`config.mk`:
```
export PLATFORM = sky130hd
export DESIGN_NAME = recipe_scheduler
export DESIGN_NICKNAME = d
export VERILOG_FILES = /design/src/rtl/recipe_scheduler.sv
export SDC_FILE = /design/constraint.sdc
export NUM_CORES = 1
export LEC_CHECK = 0
export ABC_AREA = 0
export CORE_MARGIN = 2
export CORE_UTILIZATION = 62
export CTS_CLUSTER_DIAMETER = 80
export DETAILED_ROUTE_END_ITERATION = 8
export PLACE_DENSITY = 0.92
export REMOVE_ABC_BUFFERS = 1
export SYNTH_ARGS = -nofsm -noshare
export SYNTH_HDL_FRONTEND = slang
export SYNTH_SLANG_ARGS = --single-unit
```
`constraint.sdc`:
```
create_clock -name clk -period 4.19 [get_ports clk]
set_clock_uncertainty 0.05 [all_clocks]
set_input_delay 1.257 -clock clk [delete_from_list [all_inputs] [get_ports clk]]
set_output_delay 1.257 -clock clk [all_outputs]
set_load 0.05 [all_outputs]
```
`src/rtl/recipe_scheduler.sv`:
```
// Batch RGB recipe scheduler: a FIFO of {R,G,B} tick counts, drained one
// recipe at a time and one colour channel at a time onto the one-hot Motores outputs.
module recipe_scheduler #(
    parameter  int unsigned DEPTH    = 4,
    parameter  int unsigned W        = 5,
    parameter  int unsigned TICK_DIV = 20,
    localparam int unsigned CW       = $clog2(DEPTH + 1)
) (
    input  logic          clk,
    input  logic          reset,
    input  logic          push,
    input  logic [W-1:0]  r_in,
    input  logic [W-1:0]  g_in,
    input  logic [W-1:0]  b_in,
    input  logic          start,
    input  logic          abort,
    output logic [2:0]    Motores,
    output logic          busy,
    output logic          full,
    output logic          empty,
    output logic [CW-1:0] count,
    output logic          overflow,
    output logic          done
);

    localparam int unsigned   PW        = (DEPTH > 1) ? $clog2(DEPTH) : 1;
    localparam int unsigned   DW        = (TICK_DIV > 1) ? $clog2(TICK_DIV) : 1;
    localparam logic [DW-1:0] TICK_LAST = DW'(TICK_DIV - 1);
    localparam logic [CW-1:0] CNT_FULL  = CW'(DEPTH);

    typedef enum logic [2:0] {
        IDLE,
        LOAD,
        RUN_R,
        RUN_G,
        RUN_B,
        FIN
    } state_t;

    state_t          state_q, state_d;
    logic [3*W-1:0]  mem_q [DEPTH];
    logic [PW-1:0]   wr_ptr_q, wr_ptr_d;
    logic [PW-1:0]   rd_ptr_q, rd_ptr_d;
    logic [CW-1:0]   count_q, count_d;
    logic [W-1:0]    cur_r_q, cur_r_d;
    logic [W-1:0]    cur_g_q, cur_g_d;
    logic [W-1:0]    cur_b_q, cur_b_d;
    logic [DW-1:0]   presc_q, presc_d;
    logic [2:0]      motor_q, motor_d;
    logic            done_q, done_d;
    logic            ovf_q, ovf_d;
    logic            pop;
    logic            push_ok;
    logic            tick;

    always_ff @(posedge clk or negedge reset) begin
        if (!reset) begin
            state_q  <= IDLE;
            wr_ptr_q <= '0;
            rd_ptr_q <= '0;
            count_q  <= '0;
            cur_r_q  <= '0;
            cur_g_q  <= '0;
            cur_b_q  <= '0;
            presc_q  <= '0;
            motor_q  <= '0;
            done_q   <= 1'b0;
            ovf_q    <= 1'b0;
        end else begin
            state_q  <= state_d;
            wr_ptr_q <= wr_ptr_d;
            rd_ptr_q <= rd_ptr_d;
            count_q  <= count_d;
            cur_r_q  <= cur_r_d;
            cur_g_q  <= cur_g_d;
            cur_b_q  <= cur_b_d;
            presc_q  <= presc_d;
            motor_q  <= motor_d;
            done_q   <= done_d;
            ovf_q    <= ovf_d;
        end
    end

    always_ff @(posedge clk) begin
        if (push_ok) begin
            mem_q[wr_ptr_q] <= {r_in, g_in, b_in};
        end
    end

    // A RUN state stays one extra cycle once its count reaches zero; that
    // drain cycle drives no motor and gives the off-gap between channels.
    always_comb begin
        state_d = state_q;
        cur_r_d = cur_r_q;
        cur_g_d = cur_g_q;
        cur_b_d = cur_b_q;
        presc_d = '0;
        motor_d = '0;
        pop     = 1'b0;
        tick    = (presc_q == TICK_LAST);

        unique case (state_q)
            IDLE: begin
                if (start && (count_q != '0)) state_d = LOAD;
            end
            LOAD: begin
                pop = 1'b1;
                {cur_r_d, cur_g_d, cur_b_d} = mem_q[rd_ptr_q];
                state_d = RUN_R;
            end
            RUN_R: begin
                if (cur_r_q == '0) begin
                    state_d = RUN_G;
                end else begin
                    motor_d = 3'b100;
                    presc_d = tick ? '0 : presc_q + DW'(1);
                    if (tick) cur_r_d = cur_r_q - W'(1);
                end
            end
            RUN_G: begin
                if (cur_g_q == '0) begin
                    state_d = RUN_B;
                end else begin
                    motor_d = 3'b010;
                    presc_d = tick ? '0 : presc_q + DW'(1);
                    if (tick) cur_g_d = cur_g_q - W'(1);
                end
            end
            RUN_B: begin
                if (cur_b_q == '0) begin
                    state_d = FIN;
                end else begin
                    motor_d = 3'b001;
                    presc_d = tick ? '0 : presc_q + DW'(1);
                    if (tick) cur_b_d = cur_b_q - W'(1);
                end
            end
            FIN: begin
                state_d = ((count_q != '0) || push) ? LOAD : IDLE;
            end
            default: state_d = IDLE;
        endcase

        // Abort in LOAD also cancels the pop so the head entry stays queued.
        if (abort && (state_q != IDLE)) begin
            state_d = IDLE;
            motor_d = '0;
            presc_d = '0;
            pop     = 1'b0;
        end

        done_d = (state_d == FIN);
    end

    always_comb begin
        push_ok  = push && ((count_q != CNT_FULL) || pop);
        ovf_d    = push && !push_ok;
        wr_ptr_d = push_ok ? wr_ptr_q + PW'(1) : wr_ptr_q;
        rd_ptr_d = pop ? rd_ptr_q + PW'(1) : rd_ptr_q;
        count_d  = count_q;
        if (push_ok && !pop) begin
            count_d = count_q + CW'(1);
        end else if (!push_ok && pop) begin
            count_d = count_q - CW'(1);
        end
    end

    assign Motores  = motor_q;
    assign busy     = (state_q != IDLE);
    assign full     = (count_q == CNT_FULL);
    assign empty    = (count_q == '0);
    assign count    = count_q;
    assign overflow = ovf_q;
    assign done     = done_q;

endmodule
```
==> metrics, run 1 <==
most used flip-flop cell after synthesis edfxtp_1; max incr delay on CP 0.71 ns; largest net degree at the start of global routing 36; Power per Cell Area 674 mW/mm^2; Fin Hold WS 0.422 ns; area delta synth->final 13.5%; setup TNS 0 ns; post-synth cell types 48; DIE WIDTH 86.2 um; vias post-DR 2516; num rows 29; critical path arrival 2.03 ns; detail-routed via count per cell 6.23; CP Launch Type register; WP data required 2.88 ns; grt ovf 0; initial antenna violation count 0; gr usage total 22.2%; Syn Inst Count 295; Clock Latency Late Sink 0.36 ns; Die H 86.2 um; routing usage on met1 29.0%; Avg Cell Area, Syn 14.2 um^2; class of the worst hold path register to register; fmax 299 MHz; Slew Viols, Final 0; final setup fails 0; antenna viol nets, final 0; setup repair after global routing missed its margin false; final WL 7550 um; root buf cell clkbuf_8; Slew HR 33.0%; Final Hold Fails 0; post_cts resized 0; Core Area 0.00646 mm^2; clock sinks 95; GP Congestion 0.860; most frequent cells in the layout edfxtp_1, dfrtp_1, clkdlybuf4s50_1; nets@finish 355; switching share of total power 35.4%; postcts setup bufs 0; diode count 0; Top-Level Pins 31; Multi-input gate area 0.00139 mm^2; Period minus WS final 3.34 ns; vias in the first global route 2555; Critical Path Fanout Max 17; most common cell after layout, fill and taps aside edfxtp_1; Pre-antenna DRT Iters 4; H-tree levels 3; Reg clk slew, reported paths 0.10 ns; post-synthesis register bit count 95; Crit path max-delay family buffers and inverters; status complete, no violations; worst path bufs/invs 1; Internal Power 2.07 mW; # Max-Cap Violations 0; final period utilization 79.8%; slowest CP cell clkdlybuf4s50_1; Lkg Pwr 1.75 nW; sequential fraction of the synthesis area 63.9%; die area 0.00743 mm^2; Reg area 0.00268 mm^2; global-route wire length before repair 12300 um; sw power 1.13 mW; Critical Path End Type primary output; met3 GRT Util 5.52%; Fillers 407; CTS tree built; synthesized area 0.00419 mm^2; GRT Max-Usage Layer met2; Peak VDD IR 560 uV; share of power burned in registers 46.9%; Iter 0 DRT Violations 165; clock power share 20.9%; M2 GR Usage 36.4%; Comb power frac 32.2%; Ys Warns 0; cells along the critical path or3_1, clkdlybuf4s50_1; hold_buf cts 0; Detailed Place HPWL 4910 um; Initial Util 64.9%; WL per Instance 18.7 um; EDFF count, synth 60; kind of critical path register to primary output; Slew @ Worst Pin 1.00 ns; DRC errors left 0; PortBufs 30; share of layout cells above drive strength 1 11.6%; FFs w/ async S/R, synth 36.8%; CTS Buffer Depth 2; TritonCTS buffer count 9
[sequential cells by signal, indices dropped and copies added, names as in the netlist]
name and flops:
Motores 3, done 1, count 3, overflow 1, cur_r_q 5, presc_q 5
cur_b_q 5, mem_q 60, state_q 3, rd_ptr_q 2, wr_ptr_q 2, cur_g_q 5
[path summary, 6_finish.rpt]
kind,from,end,slack [ns],depth (start not counted)
worst max-delay path,state_q[1]$_DFF_PN0_,busy,0.85,2
worst min-delay path,presc_q[0]$_DFF_PN0_,presc_q[0]$_DFF_PN0_,0.42,1
worst max register to register,state_q[1]$_DFF_PN0_,count[2]$_DFFE_PN0P_,1.24,9
worst min register to register,presc_q[0]$_DFF_PN0_,presc_q[0]$_DFF_PN0_,0.42,1
max in group asynchronous,reset,Motores[2]$_DFF_PN0_,2.53,2
min in group asynchronous,reset,cur_r_q[1]$_DFFE_PN0P_,1.24,2
[power groups by stage]
stage,clock network (mW),registers (mW),logic [mW]
after CTS,0.673,1.50,1.04
after detailed placement,0,1.52,1.02
after global routing,0.708,1.54,1.13
final,0.670,1.50,1.03
after floorplan,0,1.52,0.698
after global placement,0,1.50,0.982
[cell families (layout without fill, tap and decap cells)]
family                     Yosys count  in the layout  synth area share (%)
adders and majority gates           13             13                  4.06
xor gates and xnor gates             8              8                  1.67
muxes                               21             21                  9.59
buffers and inverters               30             62                  2.90
and+or+nand+nor                     73             73                  9.77
AOI/OAI and AO/OA                   55             55                  8.09
DFF                                 95             95                  63.9
[through the flow]
stage / total power, mW / worst slack [ns] / utilization (%) / instance area (um^2) / std cells
2_1_floorplan: 2.22 / 1.05 / - / 4120 / 278
3_3_place_gp: 2.48 / 0.782 / 70.2 / 4540 / 388
3_5_place_dp: 2.54 / 0.711 / 70.2 / 4540 / 388
4_1_cts: 3.21 / 0.833 / 73.6 / 4760 / 404
5_1_grt: 3.38 / 0.747 / 73.6 / 4760 / 404
6_report: 3.21 / 0.848 / 73.6 / 4760 / 404
[cell usage after synthesis (3+ instances only)]
| library cell | instances | share of area [%] |
|---|---|---|
| nor3b_1 | 3 | 0.54 |
| o22ai_1 | 6 | 0.90 |
| nand2_1 | 7 | 0.63 |
| xnor2_1 | 5 | 1.0 |
| nand3_1 | 3 | 0.36 |
| nor4_1 | 5 | 0.75 |
| o21ai_0 | 14 | 1.7 |
| and2_1 | 5 | 0.75 |
| a31oi_1 | 3 | 0.45 |
| mux2i_1 | 3 | 0.72 |
| dfrtp_1 | 35 | 21 |
| edfxtp_1 | 60 | 43 |
| nor3_1 | 8 | 0.96 |
| clkbuf_1 | 12 | 1.1 |
| xor2_1 | 3 | 0.63 |
| nor2_1 | 20 | 1.8 |
| nand4_1 | 3 | 0.45 |
| inv_1 | 13 | 1.2 |
| a21oi_1 | 15 | 1.8 |
| buf_2 | 4 | 0.48 |
| nor4b_1 | 3 | 0.63 |
| o21a_1 | 3 | 0.54 |
| ha_1 | 12 | 3.6 |
| or3_1 | 3 | 0.45 |
| mux4_2 | 15 | 8.1 |
[final cells by class]
class,instances,area share [%]
flip-flops and latches,95,56.3
inverters,13,1.03
clock buffers,10,2.68
well taps,77,2.03
clock inverters,6,1.95
repair buffers,33,6.79
multi-input cells,170,29.2
[metal layers]
layer | up-vias | routed length [um]
met4 | 0 | 121
met5 | - | 0
met1 | 1256 | 3220
li1 | 1175 | -
met3 | 11 | 343
met2 | 74 | 3870
[worst reg2reg max path, delay by kind of cell, from the launching register on]
| family | cells | cell delay [ns] |
|---|---|---|
| buffers and inverters | 1 | 0.06 |
| and+or+nand+nor | 3 | 0.97 |
| DFF | 1 | 0.56 |
| AOI/OAI and AO/OA | 1 | 0.30 |
| adders and majority gates | 2 | 0.63 |
| xor gates and xnor gates | 2 | 0.31 |
Note: power is estimated with default switching activity, not from simulation.
==> inputs of run 2 (changes only) <==
--- a/config.mk
+++ b/config.mk
@@ -7,10 +7,10 @@
 export LEC_CHECK = 0
 export ABC_AREA = 0
 export CORE_MARGIN = 2
-export CORE_UTILIZATION = 62
+export CORE_UTILIZATION = 58
 export CTS_CLUSTER_DIAMETER = 80
 export DETAILED_ROUTE_END_ITERATION = 8
-export PLACE_DENSITY = 0.92
+export PLACE_DENSITY = 0.87
 export REMOVE_ABC_BUFFERS = 1
 export SYNTH_ARGS = -nofsm -noshare
 export SYNTH_HDL_FRONTEND = slang
==> constraint.sdc (replaced) <==
create_clock -name clk -period 3.4 [get_ports clk]
set_clock_uncertainty 0.05 [all_clocks]
set_input_delay 1.02 -clock clk [delete_from_list [all_inputs] [get_ports clk]]
set_output_delay 1.02 -clock clk [all_outputs]
set_load 0.05 [all_outputs]
==> run 2 against run 1 <==
Against the previous run:
- critical path depth is the same
- core utilization shrank 4.3 points
- global-route usage shrank 2.2 points
- routed wire length shrank 7.4%
- sequential share of layout area shrank 0.40 points
- worst hold slack gained 0.0050 ns
- die area grew 6.6%
- final area grew 0.71%
- via count shrank 1.3%
- final cell count grew 6.2%
- sequential cell count is the same
- non-clock buffer count grew 6
- critical endpoint unchanged
==> metrics, run 2 (synthesis results as in run 1) <==
grt ovf 0; Comb power frac 35.2%; sw power 1.40 mW; Pwr Total 3.84 mW; Crit path max-delay family buffers and inverters; R2R Setup Slk 0.62 ns; post_cts resized 0; DRC errors left 0; final setup fails 0; Reg area 0.00268 mm^2; gr usage total 20.0%; Slew @ Worst Pin 0.798 ns; hold_buf cts 0; postcts setup bufs 0; Biggest register mem_q; root buf cell clkbuf_8; critical path arrival 2.06 ns; nets@finish 361; Final Hold Fails 0; CTS Buffer Depth 2; vias post-DR 2483; Slew HR 46.1%; Top-Level Pins 31; most frequent cells in the layout edfxtp_1, dfrtp_1, clkdlybuf4s50_1; CTS tree built; num rows 30; antenna viol nets, final 0; CP Launch Type register; Peak VDD IR 396 uV; global-route wire length before repair 11800 um; area delta synth->final 14.3%; kind of critical path register to primary output; Multi-input gate area 0.00139 mm^2; routing usage on met1 29.7%; final period utilization 92.0%; share of power burned in registers 46.6%; worst path bufs/invs 1; # Max-Cap Violations 0; max incr delay on CP 0.71 ns; final WL 6990 um; diode count 0; initial antenna violation count 0; Fillers 470; Critical Path Fanout Max 17; share of layout cells above drive strength 1 13.2%; switching share of total power 36.4%; die area 0.00792 mm^2; setup repair after global routing missed its margin false; status complete, no violations; Internal Power 2.44 mW; Iter 0 DRT Violations 126; max reg flops 60; Reg clk slew, reported paths 0.09 ns; largest net degree at the start of global routing 36; M2 GR Usage 29.6%; fmax 320 MHz; setup TNS 0 ns; Period minus WS final 3.13 ns; Clock Latency Late Sink 0.36 ns; H-tree levels 3; Slew Viols, Final 0; WP data required 2.33 ns; Core Area 0.00691 mm^2; TritonCTS buffer count 9; most common cell after layout, fill and taps aside edfxtp_1; PortBufs 30; Power per Cell Area 801 mW/mm^2; Critical Path End Type primary output; Die H 89.0 um; WL per Instance 16.3 um; cells along the critical path or3_1, clkdlybuf4s50_1; Detailed Place HPWL 4690 um; detail-routed via count per cell 5.79; Lkg Pwr 1.78 nW; clock sinks 95; Pre-antenna DRT Iters 4; Initial Util 60.7%; class of the worst hold path register to register; vias in the first global route 2429; slowest CP cell clkdlybuf4s50_1; clock power share 18.2%; GRT Max-Usage Layer met1; met3 GRT Util 3.23%; DIE WIDTH 89.0 um; GP Congestion 0.814
==> run 2: final timing paths <==
kind | from | endpoint | cells past startpoint
max | state_q[1]$_DFF_PN0_ | busy | 2
max in group asynchronous | reset | rd_ptr_q[1]$_DFFE_PN0P_ | 2
min | presc_q[0]$_DFF_PN0_ | presc_q[0]$_DFF_PN0_ | 1
min in group asynchronous | reset | cur_r_q[0]$_DFFE_PN0P_ | 2
min reg2reg | presc_q[0]$_DFF_PN0_ | presc_q[0]$_DFF_PN0_ | 1
max reg2reg | state_q[1]$_DFF_PN0_ | count[2]$_DFFE_PN0P_ | 9
==> run 2: final cells by class <==
| cell class | count | area share [%] |
|---|---|---|
| Inverter | 13 | 1.02 |
| Tap cell | 96 | 2.51 |
| Multi-Input combinational cell | 170 | 29.0 |
| Clock inverter | 7 | 1.28 |
| Sequential cell | 95 | 55.9 |
| Timing Repair Buffer | 39 | 7.68 |
| Clock buffer | 9 | 2.59 |
==> run 2: per-stage QoR <==
| stage | hold WS [ns] | setup slack [ns] | utilization [%] | instances | instance area, um^2 |
|---|---|---|---|---|---|
| CTS | 0.428 | 0.271 | 69.3 | 429 | 4790 |
| detailed placement | 0.412 | 0.349 | 66.7 | 413 | 4600 |
| floorplan | 0.389 | 0.494 | - | 278 | 4120 |
| global placement | 0.415 | 0.395 | 66.7 | 413 | 4600 |
| global route | 0.465 | 0.208 | 69.3 | 429 | 4790 |
| finish | 0.427 | 0.273 | 69.3 | 429 | 4790 |
==> run 2: worst reg2reg max path: stages (launching register included) <==
cell,delay (ns)
dfrtp_1,0.58
or3b_2,0.64
nor2_2,0.21
o21a_1,0.18
ha_1,0.19
inv_1,0.06
fa_1,0.37
xor2_1,0.17
nor2_1,0.11
xor2_1,0.14
==> run 2: routing by layer <==
metal | part of all wire (%) | routed length, um
met1 | 48 | 3330
met2 | 47 | 3320
met3 | 2.7 | 189
met4 | 2.1 | 150
met5 | 0 | 0
==> run 2: power by group through the flow <==
stage	combinational (mW)	clock (mW)	sequential, mW
2_1_floorplan	0.861	0	1.87
3_3_place_gp	1.31	0	1.79
3_5_place_dp	1.36	0	1.81
4_1_cts	1.37	0.717	1.79
5_1_grt	1.49	0.770	1.83
6_report	1.35	0.697	1.79
